===== config.mk =====
export PLATFORM = sky130hd
export DESIGN_NAME = serial_add_ctrl
export DESIGN_NICKNAME = d
export VERILOG_FILES = /design/src/rtl/serial_add_pkg.sv /design/src/rtl/fa_slice.sv /design/src/rtl/sum_carry.sv /design/src/rtl/serial_add_ctrl.sv
export SDC_FILE = /design/constraint.sdc
export NUM_CORES = 1
export LEC_CHECK = 0
export CAP_MARGIN = 20
export CORE_AREA = 2 2 62 64
export CTS_CLUSTER_SIZE = 40
export DETAILED_ROUTE_END_ITERATION = 16
export DIE_AREA = 0 0 64 66
export HOLD_SLACK_MARGIN = 0.06
export PLACE_DENSITY = 0.71
export SLEW_MARGIN = 25
export SYNTH_ARGS = -nofsm -noshare
export SYNTH_HDL_FRONTEND = slang
export SYNTH_SLANG_ARGS = --single-unit

===== constraint.sdc =====
create_clock -name clk -period 1.1 [get_ports clk]
set_input_delay 0.11 -clock clk [delete_from_list [all_inputs] [get_ports clk]]
set_output_delay 0.11 -clock clk [all_outputs]
set_load 0.03 [all_outputs]

===== src/rtl/serial_add_pkg.sv =====
// Shared types and constants for the bit-serial adder controller.
// Holds the FSM state encoding and the default operand width.
package serial_add_pkg;

    localparam int DEFAULT_WIDTH = 8;

    typedef enum logic [1:0] {
        IDLE = 2'b00,
        RUN  = 2'b01,
        DONE = 2'b10
    } state_t;

endpackage


===== src/rtl/fa_slice.sv =====
// Full adder slice built from two half adders and an OR of their carries.
// Ports: a_i, b_i operand bits; c_i carry in; s_o sum bit; c_o carry out.
module fa_slice (
    input  logic a_i,
    input  logic b_i,
    input  logic c_i,
    output logic s_o,
    output logic c_o
);

    logic s0;
    logic c0;
    logic c1;

    sum_carry u_ha0 (
        .a_i (a_i),
        .b_i (b_i),
        .s_o (s0),
        .c_o (c0)
    );

    sum_carry u_ha1 (
        .a_i (s0),
        .b_i (c_i),
        .s_o (s_o),
        .c_o (c1)
    );

    assign c_o = c0 | c1;

endmodule


===== src/rtl/sum_carry.sv =====
// Half adder: one-bit sum and carry of two inputs.
// Ports: a_i, b_i operands; s_o sum bit; c_o carry bit.
module sum_carry (
    input  logic a_i,
    input  logic b_i,
    output logic s_o,
    output logic c_o
);

    assign s_o = a_i ^ b_i;
    assign c_o = a_i & b_i;

endmodule


===== src/rtl/serial_add_ctrl.sv =====
// Bit-serial adder: one full-adder slice, LSB first, one bit per clock.
// Ports: clk, reset (async high); start, a, b request; busy, done, sum, cout result.
module serial_add_ctrl
    import serial_add_pkg::*;
#(
    parameter int WIDTH = DEFAULT_WIDTH
) (
    input  logic             clk,
    input  logic             reset,
    input  logic             start,
    input  logic [WIDTH-1:0] a,
    input  logic [WIDTH-1:0] b,
    output logic             busy,
    output logic             done,
    output logic [WIDTH-1:0] sum,
    output logic             cout
);

    localparam int CW = $clog2(WIDTH);
    localparam logic [CW-1:0] LAST = CW'(WIDTH - 1);

    state_t           state_q, state_d;
    logic [WIDTH-1:0] a_q, a_d;
    logic [WIDTH-1:0] b_q, b_d;
    logic [WIDTH-1:0] res_q, res_d;
    logic             carry_q, carry_d;
    logic [CW-1:0]    cnt_q, cnt_d;

    logic fa_s;
    logic fa_c;

    fa_slice u_fa (
        .a_i (a_q[0]),
        .b_i (b_q[0]),
        .c_i (carry_q),
        .s_o (fa_s),
        .c_o (fa_c)
    );

    always_ff @(posedge clk or posedge reset) begin
        if (reset) begin
            state_q <= IDLE;
            a_q     <= '0;
            b_q     <= '0;
            res_q   <= '0;
            carry_q <= 1'b0;
            cnt_q   <= '0;
        end else begin
            state_q <= state_d;
            a_q     <= a_d;
            b_q     <= b_d;
            res_q   <= res_d;
            carry_q <= carry_d;
            cnt_q   <= cnt_d;
        end
    end

    always_comb begin
        state_d = state_q;
        a_d     = a_q;
        b_d     = b_q;
        res_d   = res_q;
        carry_d = carry_q;
        cnt_d   = cnt_q;
        unique case (state_q)
            IDLE: begin
                if (start) begin
                    state_d = RUN;
                    a_d     = a;
                    b_d     = b;
                    carry_d = 1'b0;
                    cnt_d   = '0;
                end
            end
            RUN: begin
                // Sum bits enter at the MSB so after WIDTH
                // shifts bit 0 holds the first (LSB) result.
                res_d   = {fa_s, res_q[WIDTH-1:1]};
                carry_d = fa_c;
                a_d     = a_q >> 1;
                b_d     = b_q >> 1;
                cnt_d   = cnt_q + CW'(1);
                if (cnt_q == LAST) begin
                    state_d = DONE;
                end
            end
            DONE: begin
                state_d = IDLE;
            end
            default: begin
                state_d = IDLE;
            end
        endcase
    end

    assign busy = (state_q == RUN);
    assign done = (state_q == DONE);
    assign sum  = res_q;
    // Carry register holds the final carry once RUN has finished.
    assign cout = carry_q;

endmodule


# == Yosys cells after proc, flatten, opt, wreduce, memory -nomap -nowiden ==
# Cells that the tools add are included.
# classes
add_sub_neg,1
muxes,11
n_reduce_logical,4
eq_ne,5
bitwise_logic,5
# ops
cell,n
$pmux W8 S2,2
$mux W8,2
$pmux W3 S2,1
$mux W2,2
$pmux W2 S2,1
$reduce_and A2 Y1,2
$add A3 B1 Y3 const B,1
$eq A3 B3 Y1 const B,1
$mux W3,1
$and A1 B1 Y1,2
$eq A2 B1 Y1 const B,1
$eq A2 B2 Y1 const B,1
$logic_not A2 Y1,1
$ne A2 B1 Y1 const B,1
$ne A2 B2 Y1 const B,1
$pmux W1 S2,1
$reduce_bool A2 Y1,1
$xor A1 B1 Y1,2
$mux W1,1
$or A1 B1 Y1,1
# totals
out_inout_bits,11
reg_bits,30

# == Longest topological paths before layout ==
# Gate-level depths: netlist (run 1).
# depth
depth_word,4
mapped_depth,4
depth_no_buf,4

# == Hierarchy ==
# Synthesis (run 1) repeated with hierarchy kept, for this count alone.
# unflattened
hier_cells,130
area_unflattened_um2,1355.0
# modules_own_cells
mod,seq_area_each_um2,cells_each,instances,area_each_um2
serial_add_ctrl,750.7,127,1,1323.8
sum_carry,0.0,1,2,12.5
fa_slice,0.0,1,1,6.3

# == Worst setup path after synthesis (run 1) ==
# OpenSTA, ideal clock, no wires.
# synth_path
path_kind,reg-to-reg
start,"reg carry_q, in the netlist cout"
end,"reg res_q[7], in the netlist sum[7]"
path_slack_ns,-0.221
path_stages_with_launch,4
path_buffers,0
arrival_time_ns,1.197
cell_sequence,dfrtp_1 inv_1 fa_1 mux2i_1
# synth_via
elab_chain_cells,1
# synth_lines
item,line_no,source
from (decl),serial_add_ctrl.sv:26,"logic carry_q, carry_d;"
from (signal assigned),serial_add_ctrl.sv:53,carry_q <= carry_d;
$xor A1 B1 Y1,sum_carry.sv:10,assign s_o = a_i ^ b_i;
to (signal assigned),serial_add_ctrl.sv:52,res_q <= res_d;
to (decl),serial_add_ctrl.sv:25,"logic [WIDTH-1:0] res_q, res_d;"
# Every way passes these cells.
# A chain may end at the register's enable or synchronous reset.

# == Worst setup path in the final report (run 1) ==
# layout_path
start,reg state_q[1]
end,out done
# layout_via
elab_chain_cells,1
# layout_lines
item,line_no,source
from (decl),serial_add_ctrl.sv:22,"state_t state_q, state_d;"
from (signal assigned),serial_add_ctrl.sv:49,state_q <= state_d;
$eq A2 B2 Y1,serial_add_ctrl.sv:97,assign done = (state_q == DONE);
to (decl),serial_add_ctrl.sv:14,"output logic done,"
# Every way passes these cells.

==> results summary, run 1 <==
The flow ran to the end, but the final reports show violations. The final reports fail on negative setup slack. The sink count of the clock tree is 30. The worst setup path is launched from a flip-flop.

The synthesized netlist contains 31 unique library cells. The count of antenna diodes in the layout came out at 0. The initial standard-cell utilization of the core came out at 43.1%. The data required time at the worst endpoint is 0.99 ns. The average instance area after synthesis is 12.4 µm². The final period demand of the worst path came out at 1.34 ns. Entering global routing, the biggest net connects 31 pins. The total via count in the routed design is 1260. The largest fanout of any net on the critical path is 7. The number of cells on the worst reg-to-reg path is 3.

The die extent in x is 64 µm. The reg-to-reg setup timing slack came out at -0.23 ns. The chip height came out at 66 µm. In this run the clock root is driven by a sky130_fd_sc_hd__clkbuf_4. The routability-driven placement congestion ratio came out at 0.761. The path type of the worst setup path is flip-flop to primary output. In the post-synthesis netlist, the biggest area contributors are sky130_fd_sc_hd__dfrtp_1, sky130_fd_sc_hd__nor3b_1, sky130_fd_sc_hd__nor4b_1, sky130_fd_sc_hd__a211oi_1, sky130_fd_sc_hd__mux2_4.

The TritonCTS buffer count came out at 5. Of the post-synthesis cell area, the dominant cell type holds 49.1%. Max-cap violations in this run came to 0. The remaining antenna violation count came out at 0. Traced cell by cell, the critical path runs through buf_6 -> buf_8 -> nor2b_4 -> buf_6. The worst register-to-register path begins at state_q[0]. The synthesized design spends more area on one cell type than any other, namely sky130_fd_sc_hd__dfrtp_1. The fraction of synthesis flops using an asynchronous set or reset pin is 100%.

The worst register-to-register path ends at a_q[5]. By instance count, the leading cell after synthesis is sky130_fd_sc_hd__dfrtp_1. The max-slew violation count came to 0. The number of buffers and inverters on the critical path is 3. The clock transition at the registers of the reported paths came out at 0.10 ns. After detailed routing, the total wire length is 3920 µm. The routed wire length per instance came out at 16.9 µm. The minimum setup slack in the final design came out at -0.241 ns. The number of buffers inserted by hold repair at cts is 0. The initial detailed-routing violation count is 30. Once detailed placement completed, the half-perimeter wirelength came to 2270 µm. Hold timing on the final database bottoms out at a slack of 0.104 ns. The worst ir drop on vdd came out at 1420 µV. In the routed design, unresolved DRC markers number 0.

The ratio of cells with drive above 1 in the final layout is 52.7%. The share of the Yosys chip area taken by registers is 49.1%. The register bit count reported by yosys is 30.

The initialized floorplan defines 22 standard-cell rows. The path class of the tightest hold or removal check is input pin to async pin. The area of the core is 0.00355 mm². The worst slack at placement came out at -0.393 ns. The synthesis-to-layout area growth is 66.4%. The most instantiated flip-flop cell in the synthesis netlist is sky130_fd_sc_hd__dfrtp_1. The first-pass GRT wire length is 6130 µm. The fill cell instance count of the final layout is 247. The post-synthesis instance total is 123.

The arrival time at the worst endpoint came out at 1.23 ns. The global-route congestion overflow total came out at 0. The number of global-route vias before repair came out at 1271.

The largest incremental delay on the critical path is 0.39 ns. The die outline area came out at 0.00422 mm². The total of buffers placed on input and output ports came out at 29. The critical-path cell with the highest stage delay is sky130_fd_sc_hd__dfrtp_1. The total standard cell area after synthesis is 0.00153 mm². The worst-margin pin slew is 0.296 ns. The total setup violations reported at the end of the flow came out at 30. The worst setup path is captured at a primary output.

The pre-antenna-repair detailed-routing pass consisted of 4 iterations. The post-route clock period utilization came out at 122%. The number of antenna violations at the first check in global routing came to 0.

By instance count, the cell type seen most on the critical path is sky130_fd_sc_hd__buf_6. Based on the critical path, the design can be clocked at up to 746 MHz. TritonCTS built the clock tree. The clock network latency to the later pin of the worst-skew pair came out at 0.34 ns. Global routing consumed, over all layers together, 19.4% of the routing resources. The number of enable flip-flop cells after synthesis is 0. Overall power consumption after layout is estimated at 6930 µW. The core utilization of the finished layout is 71.7%. For this design the ratio of total power to cell area is 2720 mW/mm².

The worst clock skew is 0.00903 ns. The total count of hold-check failures in the final report is 0. Counting along the longest clock path gives a buffer depth of 2. By count the netlist is led by sky130_fd_sc_hd__dfrtp_1, sky130_fd_sc_hd__inv_1, sky130_fd_sc_hd__nor3b_1.

The reported leakage power is 0.00114 µW. The number of nets handed over by synthesis was 145. Measured against its own limit, the worst slew margin works out to 80.3%. The kind of cell with the highest combined delay along the critical path is flip-flops. The yosys synthesis warning count is 0. The mean number of vias per cell came out at 5.43.

Setup repair after global routing could not meet its margin everywhere. The I/O pin count is 30. The H-tree was split into 2 levels. The number of nets in the layout came out at 205.
layout make-up:
cell class                      count  area, µm²  share of cell area [%]
Clock inverter                      1       5.00                   0.197
Multi-Input combinational cell     68        945                    37.1
Clock buffer                        7       55.1                    2.16
Sequential cell                    30        753                    29.6
Tap cell                           48       60.1                    2.36
Inverter                           15       63.8                    2.51
Timing Repair Buffer               63        664                    26.1
cell usage in the layout (no fill, tap or decap), types with 2 or more instances in the layout:
cell / synthesis / layout
sky130_fd_sc_hd__a211o_1: 2 / 2
sky130_fd_sc_hd__a211oi_1: 10 / 5
sky130_fd_sc_hd__a211oi_2: 1 / 6
sky130_fd_sc_hd__a22o_1: 2 / 2
sky130_fd_sc_hd__buf_12: 0 / 4
sky130_fd_sc_hd__buf_4: 2 / 22
sky130_fd_sc_hd__buf_6: 4 / 15
sky130_fd_sc_hd__buf_8: 1 / 3
sky130_fd_sc_hd__clkbuf_4: 1 / 5
sky130_fd_sc_hd__clkdlybuf4s50_1: 0 / 18
sky130_fd_sc_hd__dfrtp_1: 30 / 28
sky130_fd_sc_hd__dfrtp_2: 0 / 2
sky130_fd_sc_hd__inv_1: 14 / 13
sky130_fd_sc_hd__mux2_4: 4 / 6
sky130_fd_sc_hd__mux2i_1: 2 / 2
sky130_fd_sc_hd__nand2b_4: 0 / 2
sky130_fd_sc_hd__nor3b_1: 13 / 8
sky130_fd_sc_hd__nor3b_2: 0 / 2
sky130_fd_sc_hd__nor3b_4: 0 / 3
sky130_fd_sc_hd__nor4b_4: 0 / 11
sky130_fd_sc_hd__o221a_2: 3 / 2
sky130_fd_sc_hd__or4b_1: 3 / 3
per-stage QoR:
| stage | cell area (µm²) | instances | TNS (ns) |
|---|---|---|---|
| final | 2550 | 232 | -5.06 |
| after global routing | 2550 | 232 | -6.18 |
| after CTS | 2420 | 230 | -4.64 |
| after detailed placement | 2020 | 208 | -6.53 |
| after global placement | 2020 | 208 | -5.02 |
| after floorplan | 1630 | 123 | -0.704 |
cell families after synthesis:
group | count (synthesis) | share of synthesized area, %
AO/OA/AOI/OAI | 22 | 12.3
adder cells (fa/ha/maj) | 3 | 2.94
buffers and inverters | 25 | 10.1
flip-flops | 30 | 49.1
multiplexers | 9 | 7.44
AND/OR/NAND/NOR | 34 | 18.2
worst register-to-register path: cells and delay by family, from the launching register on:
family	cells	cell delay [ns]
compound gates	1	0.14
flops	1	0.48
buf+inv	1	0.15
simple gates	1	0.46
flip-flops by register name, indices dropped and copies added, names as in the netlist:
register,count
a_q,8
b_q,8
sum,8
cnt_q,3
cout,1
state_q,2
worst max path at each step:
stage | from | end | slack [ns] | cells after the start
after CTS | state_q[1] | done | -0.23 | 4
after floorplan | state_q[1] | sum[1] | -0.09 | 4
after global placement | start | b_q[0] | -0.27 | 4
after detailed placement | start | b_q[0] | -0.39 | 4
after global routing | state_q[1] | busy | -0.28 | 4
final | state_q[1] | done | -0.24 | 4
metal layers:
layer | routed length (µm) | share of wire (%) | GRT usage, % | vias up
met4 | 93 | 2.4 | 5.71 | 0
met3 | 167 | 4.3 | 5.11 | 11
met1 | 1600 | 41 | 22.3 | 642
li1 | - | - | - | 573
met2 | 2060 | 52 | 35.3 | 34
met5 | 0 | 0 | 0 | -
what timing repair did:
action / in CTS / in global routing
gates cloned: 1 / 1
setup endpoints to repair: 31 / 32
resized for setup: 42 / 18
pin swaps: 13 / 9
setup buffers: 13 / 2
hold endpoints to repair: 0 / 0
power by group:
group,switching (µW),total [µW],internal [µW]
logic,1850,4170,2320
clock network,397,706,309
registers,406,2050,1650
total,2660,6930,4280
No activity file was read; power rests on OpenSTA's default activity.
==> inputs of run 2 (changes only) <==
- ABC_AREA: default -> 1
- SYNTH_HIERARCHICAL: default -> 1
==> results summary, run 2 <==
Run status: finished with violations (unchanged). Violations in the final reports: negative setup slack (unchanged). The number of enable flip-flop cells after synthesis is 0 (unchanged).

The switching share of total power came out at 43.6% (was 38.3%). The post-DP HPWL came to 2020 µm (was 2270 µm). The fraction of synthesis flops using an asynchronous set or reset pin is 100% (unchanged).

The number of unique standard cell types used by synthesis is 16 (was 31). The die outline area is 0.00422 mm² (unchanged). The die extent in x came to 64 µm (unchanged).

The total of buffers placed on input and output ports came out at 29 (unchanged). The core utilization of the finished layout came out at 73.1% (was 71.7%). The number of buffers and inverters on the critical path came to 3 (unchanged). The largest incremental delay on the critical path came to 0.46 ns (was 0.39 ns). The share of power burned in the clock network came to 9.3% (was 10.2%).

The number of antenna violations at the first check in global routing came out at 0 (unchanged). The worst ir drop on vdd came out at 2220 µV (was 1420 µV). The total number of placement rows came to 22 (unchanged). The clock network latency to the later pin of the worst-skew pair came out at 0.35 ns (was 0.34 ns).

The max-slew violation count is 0 (unchanged). The data required time at the worst endpoint came out at 0.99 ns (about the same). The register area is 754 µm² (was 753 µm²).

The total standard cell area after synthesis came out at 0.00151 mm² (was 0.00153 mm²). The count of antenna diodes in the layout came out at 0 (unchanged). The share of the synthesized area in the top cell type came out at 49.6% (was 49.1%). The TritonCTS buffer count is 5 (unchanged). The path type of the worst setup path is flip-flop to primary output (unchanged). The maximum clock insertion buffer count came to 2 (unchanged).

The class of the tightest hold or removal check was input pin to async pin (unchanged). The final period demand of the worst path came out at 1.30 ns (was 1.34 ns). The register bit count reported by yosys is 30 (unchanged).

The total via count in the routed design is 1442 (was 1260). The clock transition at the registers of the reported paths is 0.11 ns (was 0.10 ns). The yosys synthesis warning count came out at 6 (was 0). The fill cell instance count of the final layout came out at 238 (was 247).

The share of power burned in combinational logic is 63.5% (was 60.2%). The chip height is 66 µm (unchanged). The setup TNS after final layout came to -3.96 ns (was -5.06 ns). The worst slew slack as a fraction of its limit was 79.4% (was 80.3%). The largest fanout of any net on the critical path is 4 (was 7). The area of the core came to 0.00355 mm² (unchanged). Most used standard cells in the synthesized netlist: sky130_fd_sc_hd__nand2_1, sky130_fd_sc_hd__inv_1, sky130_fd_sc_hd__dfrtp_1 (was sky130_fd_sc_hd__dfrtp_1, sky130_fd_sc_hd__inv_1, sky130_fd_sc_hd__nor3b_1). The number of nets in the synthesized netlist is 219 (was 145). Cell-by-cell trace of the critical path: inv_2 -> nor2_4 -> buf_6 -> buf_6 (was buf_6 -> buf_8 -> nor2b_4 -> buf_6). The H-tree depth is 2 (unchanged). The most common cell in the synthesized netlist is sky130_fd_sc_hd__nand2_1 (was sky130_fd_sc_hd__dfrtp_1).

The TritonCTS clock tree is built (unchanged). The critical path launch point was state_q[0] (was state_q[1]). The arrival time at the worst endpoint came out at 1.19 ns (was 1.23 ns). The critical-path cell with the highest stage delay is sky130_fd_sc_hd__dfrtp_2 (was sky130_fd_sc_hd__dfrtp_1). The ratio of cells with drive above 1 in the final layout came to 46.3% (was 52.7%). The source of the worst register-to-register timing path is state_q[1] (was state_q[0]). The average instance area after synthesis came out at 7.72 µm² (was 12.4 µm²).

The first-pass GRT wire length is 5940 µm (was 6130 µm). The area occupied by multi-input gates came out at 885 µm² (was 945 µm²). The number of remaining DRC errors came out at 0 (unchanged). The total track usage came out at 18.4% (was 19.4%). The internal portion of total power came to 4360 µW (was 4280 µW).

The routed wire length per instance came to 14.1 µm (was 16.9 µm). The dominant cell type by area after synthesis is sky130_fd_sc_hd__dfrtp_1 (unchanged). The CTS root buffer is sky130_fd_sc_hd__clkbuf_4 (unchanged).

The sequential share of power came out at 27.2% (was 29.6%). The total design power was 7730 µW (was 6930 µW). The initial standard-cell utilization of the core is 42.6% (was 43.1%). The number of placed instances with taps included is 274 (was 208). Leading post-synthesis cells by cell area: sky130_fd_sc_hd__dfrtp_1, sky130_fd_sc_hd__nand2_1, sky130_fd_sc_hd__nand3_1, sky130_fd_sc_hd__inv_1, sky130_fd_sc_hd__ha_1 (was sky130_fd_sc_hd__dfrtp_1, sky130_fd_sc_hd__nor3b_1, sky130_fd_sc_hd__nor4b_1, sky130_fd_sc_hd__a211oi_1, sky130_fd_sc_hd__mux2_4). The maximum achievable frequency is 767 MHz (was 746 MHz). The most instantiated flip-flop cell in the synthesis netlist is sky130_fd_sc_hd__dfrtp_1 (unchanged). The largest net degree at the start of global routing is 31 (unchanged). The sort of element at the start of the critical path is a flip-flop (unchanged).

The number of nets in the layout came to 277 (was 205). The number of global-route vias before repair came out at 1322 (was 1271). The initial detailed-routing violation count came out at 53 (was 30). The endpoint class of the critical path was a primary output (unchanged). The detailed-router iteration count before antenna repair is 4 (unchanged). The count of maximum capacitance violations came out at 0 (unchanged). The dominant delay contributor by cell family on the critical path is flip-flops (unchanged). The global-route congestion overflow total is 0 (unchanged). The minimum setup slack in the final design came out at -0.204 ns (was -0.241 ns). The total setup violations reported at the end of the flow came out at 29 (was 30). The most common library cell in the layout ignoring fill and taps is sky130_fd_sc_hd__nand2_1 (was sky130_fd_sc_hd__dfrtp_1). The sink count of the clock tree is 30 (unchanged). Most frequent cells in the layout: sky130_fd_sc_hd__nand2_1, sky130_fd_sc_hd__inv_1, sky130_fd_sc_hd__dfrtp_1, sky130_fd_sc_hd__nand2_2, sky130_fd_sc_hd__clkdlybuf4s50_1 (was sky130_fd_sc_hd__dfrtp_1, sky130_fd_sc_hd__buf_4, sky130_fd_sc_hd__clkdlybuf4s50_1, sky130_fd_sc_hd__buf_6, sky130_fd_sc_hd__inv_1). The total count of hold-check failures in the final report is 0 (unchanged).

The synthesis-to-layout area growth came out at 71.4% (was 66.4%). The mean number of vias per cell is 4.76 (was 5.43). The worst clock skew came out at 0.0174 ns (was 0.00903 ns).

The reported leakage power is 0.00141 µW (was 0.00114 µW). The power per unit of standard cell area came out at 2980 mW/mm² (was 2720 mW/mm²). The post-route clock period utilization was 119% (was 122%).

The number of buffers inserted by hold repair at cts came to 0 (unchanged). The I/O pin count came out at 30 (unchanged). The switching power came out at 3370 µW (was 2660 µW).

The worst-margin pin slew was 0.307 ns (was 0.296 ns). RSZ-0062 raised after global routing: true (unchanged). The routed wire length is 4270 µm (was 3920 µm). The most frequent cell on the critical path is sky130_fd_sc_hd__buf_6 (unchanged). The post-synthesis instance total is 196 (was 123).

The post-route non-filler standard cell count is 303 (was 232). The remaining antenna violation count is 0 (unchanged). The routability-driven placement congestion ratio is 0.782 (was 0.761). The register area share after synthesis was 49.6% (was 49.1%).
-- run 2: changes by cell type in the layout (fill, tap and decap cells not counted), moves of 6 or more --
| cell | before | now |
|---|---|---|
| sky130_fd_sc_hd__a211oi_2 | 6 | 0 |
| sky130_fd_sc_hd__nand3_1 | 0 | 16 |
| sky130_fd_sc_hd__nor4b_4 | 11 | 0 |
| sky130_fd_sc_hd__mux2_4 | 6 | 0 |
| sky130_fd_sc_hd__nand2_2 | 0 | 25 |
| sky130_fd_sc_hd__nor3b_1 | 8 | 0 |
| sky130_fd_sc_hd__nand3_2 | 0 | 13 |
| sky130_fd_sc_hd__buf_4 | 22 | 14 |
| sky130_fd_sc_hd__inv_1 | 13 | 35 |
| sky130_fd_sc_hd__nand2_4 | 0 | 15 |
| sky130_fd_sc_hd__nand2_1 | 0 | 36 |
-- run 2: final cells by class --
type	instances	share of cell area (%)
inverters	37	5.45
well taps	48	2.31
flip-flops and latches	30	29.1
multi-input cells	122	34.1
clock buffers	6	1.98
clock inverters	2	0.482
repair buffers	58	26.6
-- run 2: cell families (layout without fill, tap and decap cells) --
| group | after synthesis | in the layout | share of synthesized area, % |
|---|---|---|---|
| buffers and inverters | 45 | 103 | 13.6 |
| and+or+nand+nor | 110 | 111 | 30.5 |
| AOI/OAI and AO/OA | 7 | 7 | 3.06 |
| adders and majority gates | 4 | 4 | 3.31 |
| DFF | 30 | 30 | 49.6 |
-- run 2: power by group through the flow --
stage	Combinational, µW	Sequential (µW)	Clock, µW
floorplan	1730	2170	0
global placement	2700	1980	0
detailed placement	2750	1970	0
CTS	3400	1970	736
global route	5350	2160	782
finish	4910	2100	720
-- run 2: through the flow --
step                      setup slack, ns  hold slack, ns  area [µm²]
after floorplan                   -0.0191           0.201        1520
after global placement             -0.174           0.461        1870
after detailed placement           -0.235           0.465        1870
after CTS                          -0.186          0.0943        2120
after global routing               -0.247           0.147        2590
final                              -0.204          0.0979        2590
-- run 2: repair_timing --
action | in CTS | in global routing
pin swaps | 7 | 21
setup buffers | 7 | 9
gates resized for setup | 20 | 89
cloned | 2 | 4
setup endpoints to repair | 29 | 33
-- run 2: worst reg2reg max path: stages (launching register included) --
cell and delay (ns):
sky130_fd_sc_hd__dfrtp_1 0.45, sky130_fd_sc_hd__inv_4 0.10, sky130_fd_sc_hd__buf_8 0.12, sky130_fd_sc_hd__nand2_8 0.08, sky130_fd_sc_hd__buf_12 0.14, sky130_fd_sc_hd__buf_12 0.14, sky130_fd_sc_hd__nand2_4 0.06, sky130_fd_sc_hd__nand3_2 0.07
sky130_fd_sc_hd__nand2_1 0.07
-- run 2: metal layers --
layer,track usage (%),vias up,routed length [µm]
met4,8.70,0,63
met1,23.3,695,1870
met2,29.2,30,2180
met3,4.94,9,159
met5,0,-,0
li1,-,708,-
-- run 2: final timing paths --
path	to	slack (ns)	cells after the start
max	busy	-0.20	4
max reg2reg	a_q[5]	-0.19	8
min in group clk	a_q[7]	0.35	3
min reg2reg	cnt_q[0]	0.49	1
max in group asynchronous	cout	0.81	3
min	b_q[1]	0.1	3
==> inputs of run 3 (changes only) <==
- DONT_BUFFER_PORTS: default -> 1
- PLACE_DENSITY: 0.71 -> default
==> results summary, run 3 (synthesis gave the netlist of run 2 again) <==
Run status: finished with violations (unchanged). Violations in the final reports: negative setup slack (unchanged). The maximum achievable frequency is 756 MHz (was 767 MHz). The total count of hold-check failures in the final report came to 0 (unchanged).

The clock transition at the registers of the reported paths is 0.10 ns (was 0.11 ns). The number of global-route vias before repair is 1442 (was 1322). The critical-path cell with the highest stage delay is sky130_fd_sc_hd__dfrtp_1 (was sky130_fd_sc_hd__dfrtp_2). The smallest hold slack is 0.0953 ns (was 0.0979 ns). The most frequent cell on the critical path is sky130_fd_sc_hd__buf_6 (unchanged).

The global-route congestion overflow total was 0 (unchanged). The sort of element at the start of the critical path is a flip-flop (unchanged). The total setup violations reported at the end of the flow is 26 (was 29). The most common library cell in the layout ignoring fill and taps is sky130_fd_sc_hd__nand2_2 (was sky130_fd_sc_hd__nand2_1). The total number of placement rows is 22 (unchanged). The endpoint class of the critical path is a primary output (unchanged).

The setup TNS after final layout is -2.31 ns (was -3.96 ns). The routed wire length per instance came out at 13.7 µm (was 14.1 µm). The final period demand of the worst path came out at 1.32 ns (was 1.30 ns). The I/O pin count came to 30 (unchanged). The worst slew slack as a fraction of its limit came out at 73.8% (was 79.4%). The area occupied by multi-input gates is 778 µm² (was 885 µm²). The die extent in x came to 64 µm (unchanged).

The count of antenna diodes in the layout is 0 (unchanged). The clock network latency to the later pin of the worst-skew pair came out at 0.33 ns (was 0.35 ns). The TritonCTS clock tree was built (unchanged). The H-tree depth came out at 2 (unchanged).

The area of the core came out at 0.00355 mm² (unchanged). RSZ-0062 raised after global routing: true (unchanged). The largest net degree at the start of global routing came out at 31 (unchanged).

The total design power came out at 6690 µW (was 7730 µW). The chip height came out at 66 µm (unchanged). The number of remaining DRC errors was 0 (unchanged). The initial detailed-routing violation count is 84 (was 53). The remaining antenna violation count came to 0 (unchanged). The power per unit of standard cell area came to 2940 mW/mm² (was 2980 mW/mm²). The initial standard-cell utilization of the core is 42.6% (unchanged). The dominant delay contributor by cell family on the critical path is flip-flops (unchanged). The data required time at the worst endpoint came out at 0.99 ns (about the same). The total track usage came out at 20.2% (was 18.4%).

The ratio of cells with drive above 1 in the final layout is 40.8% (was 46.3%). The mean number of vias per cell is 4.86 (was 4.76). The worst-margin pin slew is 0.393 ns (was 0.307 ns).

The CTS root buffer was sky130_fd_sc_hd__clkbuf_4 (unchanged). Most frequent cells in the layout: sky130_fd_sc_hd__nand2_2, sky130_fd_sc_hd__inv_1, sky130_fd_sc_hd__nand2_1, sky130_fd_sc_hd__dfrtp_1, sky130_fd_sc_hd__nand3_1 (was sky130_fd_sc_hd__nand2_1, sky130_fd_sc_hd__inv_1, sky130_fd_sc_hd__dfrtp_1, sky130_fd_sc_hd__nand2_2, sky130_fd_sc_hd__clkdlybuf4s50_1). The class of the tightest hold or removal check is input pin to flip-flop (was input pin to async pin). The worst clock skew is 0.00804 ns (was 0.0174 ns).

The number of buffers and inverters on the critical path came out at 3 (unchanged). The number of nets in the layout came to 267 (was 277). The fill cell instance count of the final layout is 289 (was 238).

The post-route clock period utilization was 120% (was 119%). The die outline area was 0.00422 mm² (unchanged). The synthesis-to-layout area growth is 50.1% (was 71.4%). The total via count in the routed design is 1425 (was 1442). Cell-by-cell trace of the critical path: buf_6 -> nor2_4 -> buf_6 -> buf_6 (was inv_2 -> nor2_4 -> buf_6 -> buf_6). The post-DP HPWL is 2260 µm (was 2020 µm). The reported leakage power is 0.00122 µW (was 0.00141 µW). The maximum clock insertion buffer count came out at 2 (unchanged).

The TritonCTS buffer count came to 5 (unchanged). The largest fanout of any net on the critical path is 2 (was 4). The worst ir drop on vdd is 1620 µV (was 2220 µV).

The detailed-router iteration count before antenna repair is 4 (unchanged). The number of antenna violations at the first check in global routing is 0 (unchanged). The max-slew violation count is 0 (unchanged).

The sink count of the clock tree came out at 30 (unchanged). The arrival time at the worst endpoint is 1.21 ns (was 1.19 ns). The register area is 752 µm² (was 754 µm²).

The routability-driven placement congestion ratio came out at 0.771 (was 0.782). The path type of the worst setup path is flip-flop to primary output (unchanged). The routed wire length came out at 4010 µm (was 4270 µm). The largest incremental delay on the critical path came to 0.43 ns (was 0.46 ns). The first-pass GRT wire length came out at 6540 µm (was 5940 µm). The minimum setup slack in the final design came out at -0.222 ns (was -0.204 ns). The total of buffers placed on input and output ports came out at 0 (was 29). The count of maximum capacitance violations is 0 (unchanged).
-- run 3: cell types whose count changed in the layout (fill, tap and decap cells not counted), moves of 2 or more --
cell                              change
sky130_fd_sc_hd__buf_12               -5
sky130_fd_sc_hd__dlygate4sd3_1       +18
sky130_fd_sc_hd__o21ai_1              +3
sky130_fd_sc_hd__o21ai_2              -3
sky130_fd_sc_hd__nand2_4             -10
sky130_fd_sc_hd__clkdlybuf4s50_1     -18
sky130_fd_sc_hd__nand2_1              -3
sky130_fd_sc_hd__dfrtp_1              +2
sky130_fd_sc_hd__dfrtp_2              -2
sky130_fd_sc_hd__nand3_1              +6
sky130_fd_sc_hd__nand2_2             +14
sky130_fd_sc_hd__clkbuf_16            -3
sky130_fd_sc_hd__nand3_2              -6
-- run 3: repair_timing --
item / 4_1_cts / 5_1_grt
gates cloned: 3 / 0
setup endpoints to repair: 25 / 31
pin swaps: 22 / 10
buffers inserted: 8 / 5
hold buffers: 18 / 0
endpoints found under the hold margin: 47 / 0
resized for setup: 46 / 43
-- run 3: final cells by class --
class / instances / share of cell area [%]
clock buffers: 6 / 2.26
clock inverters: 2 / 0.551
inverters: 37 / 6.22
multi-input cells: 122 / 34.3
flip-flops and latches: 30 / 33.1
well taps: 48 / 2.64
repair buffers: 48 / 21.0
-- run 3: routing by layer --
metal  routed length [µm]  track usage, %  vias to the layer above  part of all wire [%]
li1                     -               -                      688                     -
met2                 2120            35.5                       34                    53
met4                  114            7.07                        0                   2.8
met3                  143            5.79                       11                   3.6
met5                    0               0                        -                     0
met1                 1630            23.5                      692                    41
-- run 3: per-stage QoR --
| stage | utilization (%) | instance area [µm²] | std cells | worst slack [ns] |
|---|---|---|---|---|
| after floorplan | - | 1520 | 196 | -0.0191 |
| after global placement | 46.4 | 1650 | 254 | -0.0401 |
| after detailed placement | 46.4 | 1650 | 254 | -0.0841 |
| after CTS | 59.7 | 2120 | 291 | -0.225 |
| after global routing | 64.0 | 2270 | 293 | -0.287 |
| final | 64.0 | 2270 | 293 | -0.222 |
-- run 3: worst paths after layout --
kind | startpoint | endpoint | slack (ns) | cells past startpoint
setup / recovery | state_q[1] | busy | -0.22 | 4
hold / removal | start | a_q[1] | 0.1 | 4
setup reg to reg | state_q[1] | a_q[0] | -0.11 | 7
hold reg to reg | a_q[4] | a_q[4] | 0.49 | 2
max in group asynchronous | reset | state_q[0] | 0.51 | 3
min in group asynchronous | reset | cnt_q[1] | 0.29 | 3
-- run 3: where the power goes --
| group | internal, µW | switching, µW |
|---|---|---|
| combinational | 1720 | 1970 |
| clock | 307 | 405 |
| sequential | 1630 | 662 |
-- run 3: worst reg2reg max path, stage by stage, from the launching register on --
cell	delay, ns
sky130_fd_sc_hd__dfrtp_1	0.43
sky130_fd_sc_hd__inv_4	0.08
sky130_fd_sc_hd__buf_6	0.13
sky130_fd_sc_hd__buf_6	0.11
sky130_fd_sc_hd__o21ai_4	0.07
sky130_fd_sc_hd__buf_6	0.16
sky130_fd_sc_hd__nand2_2	0.07
sky130_fd_sc_hd__nand2_1	0.05
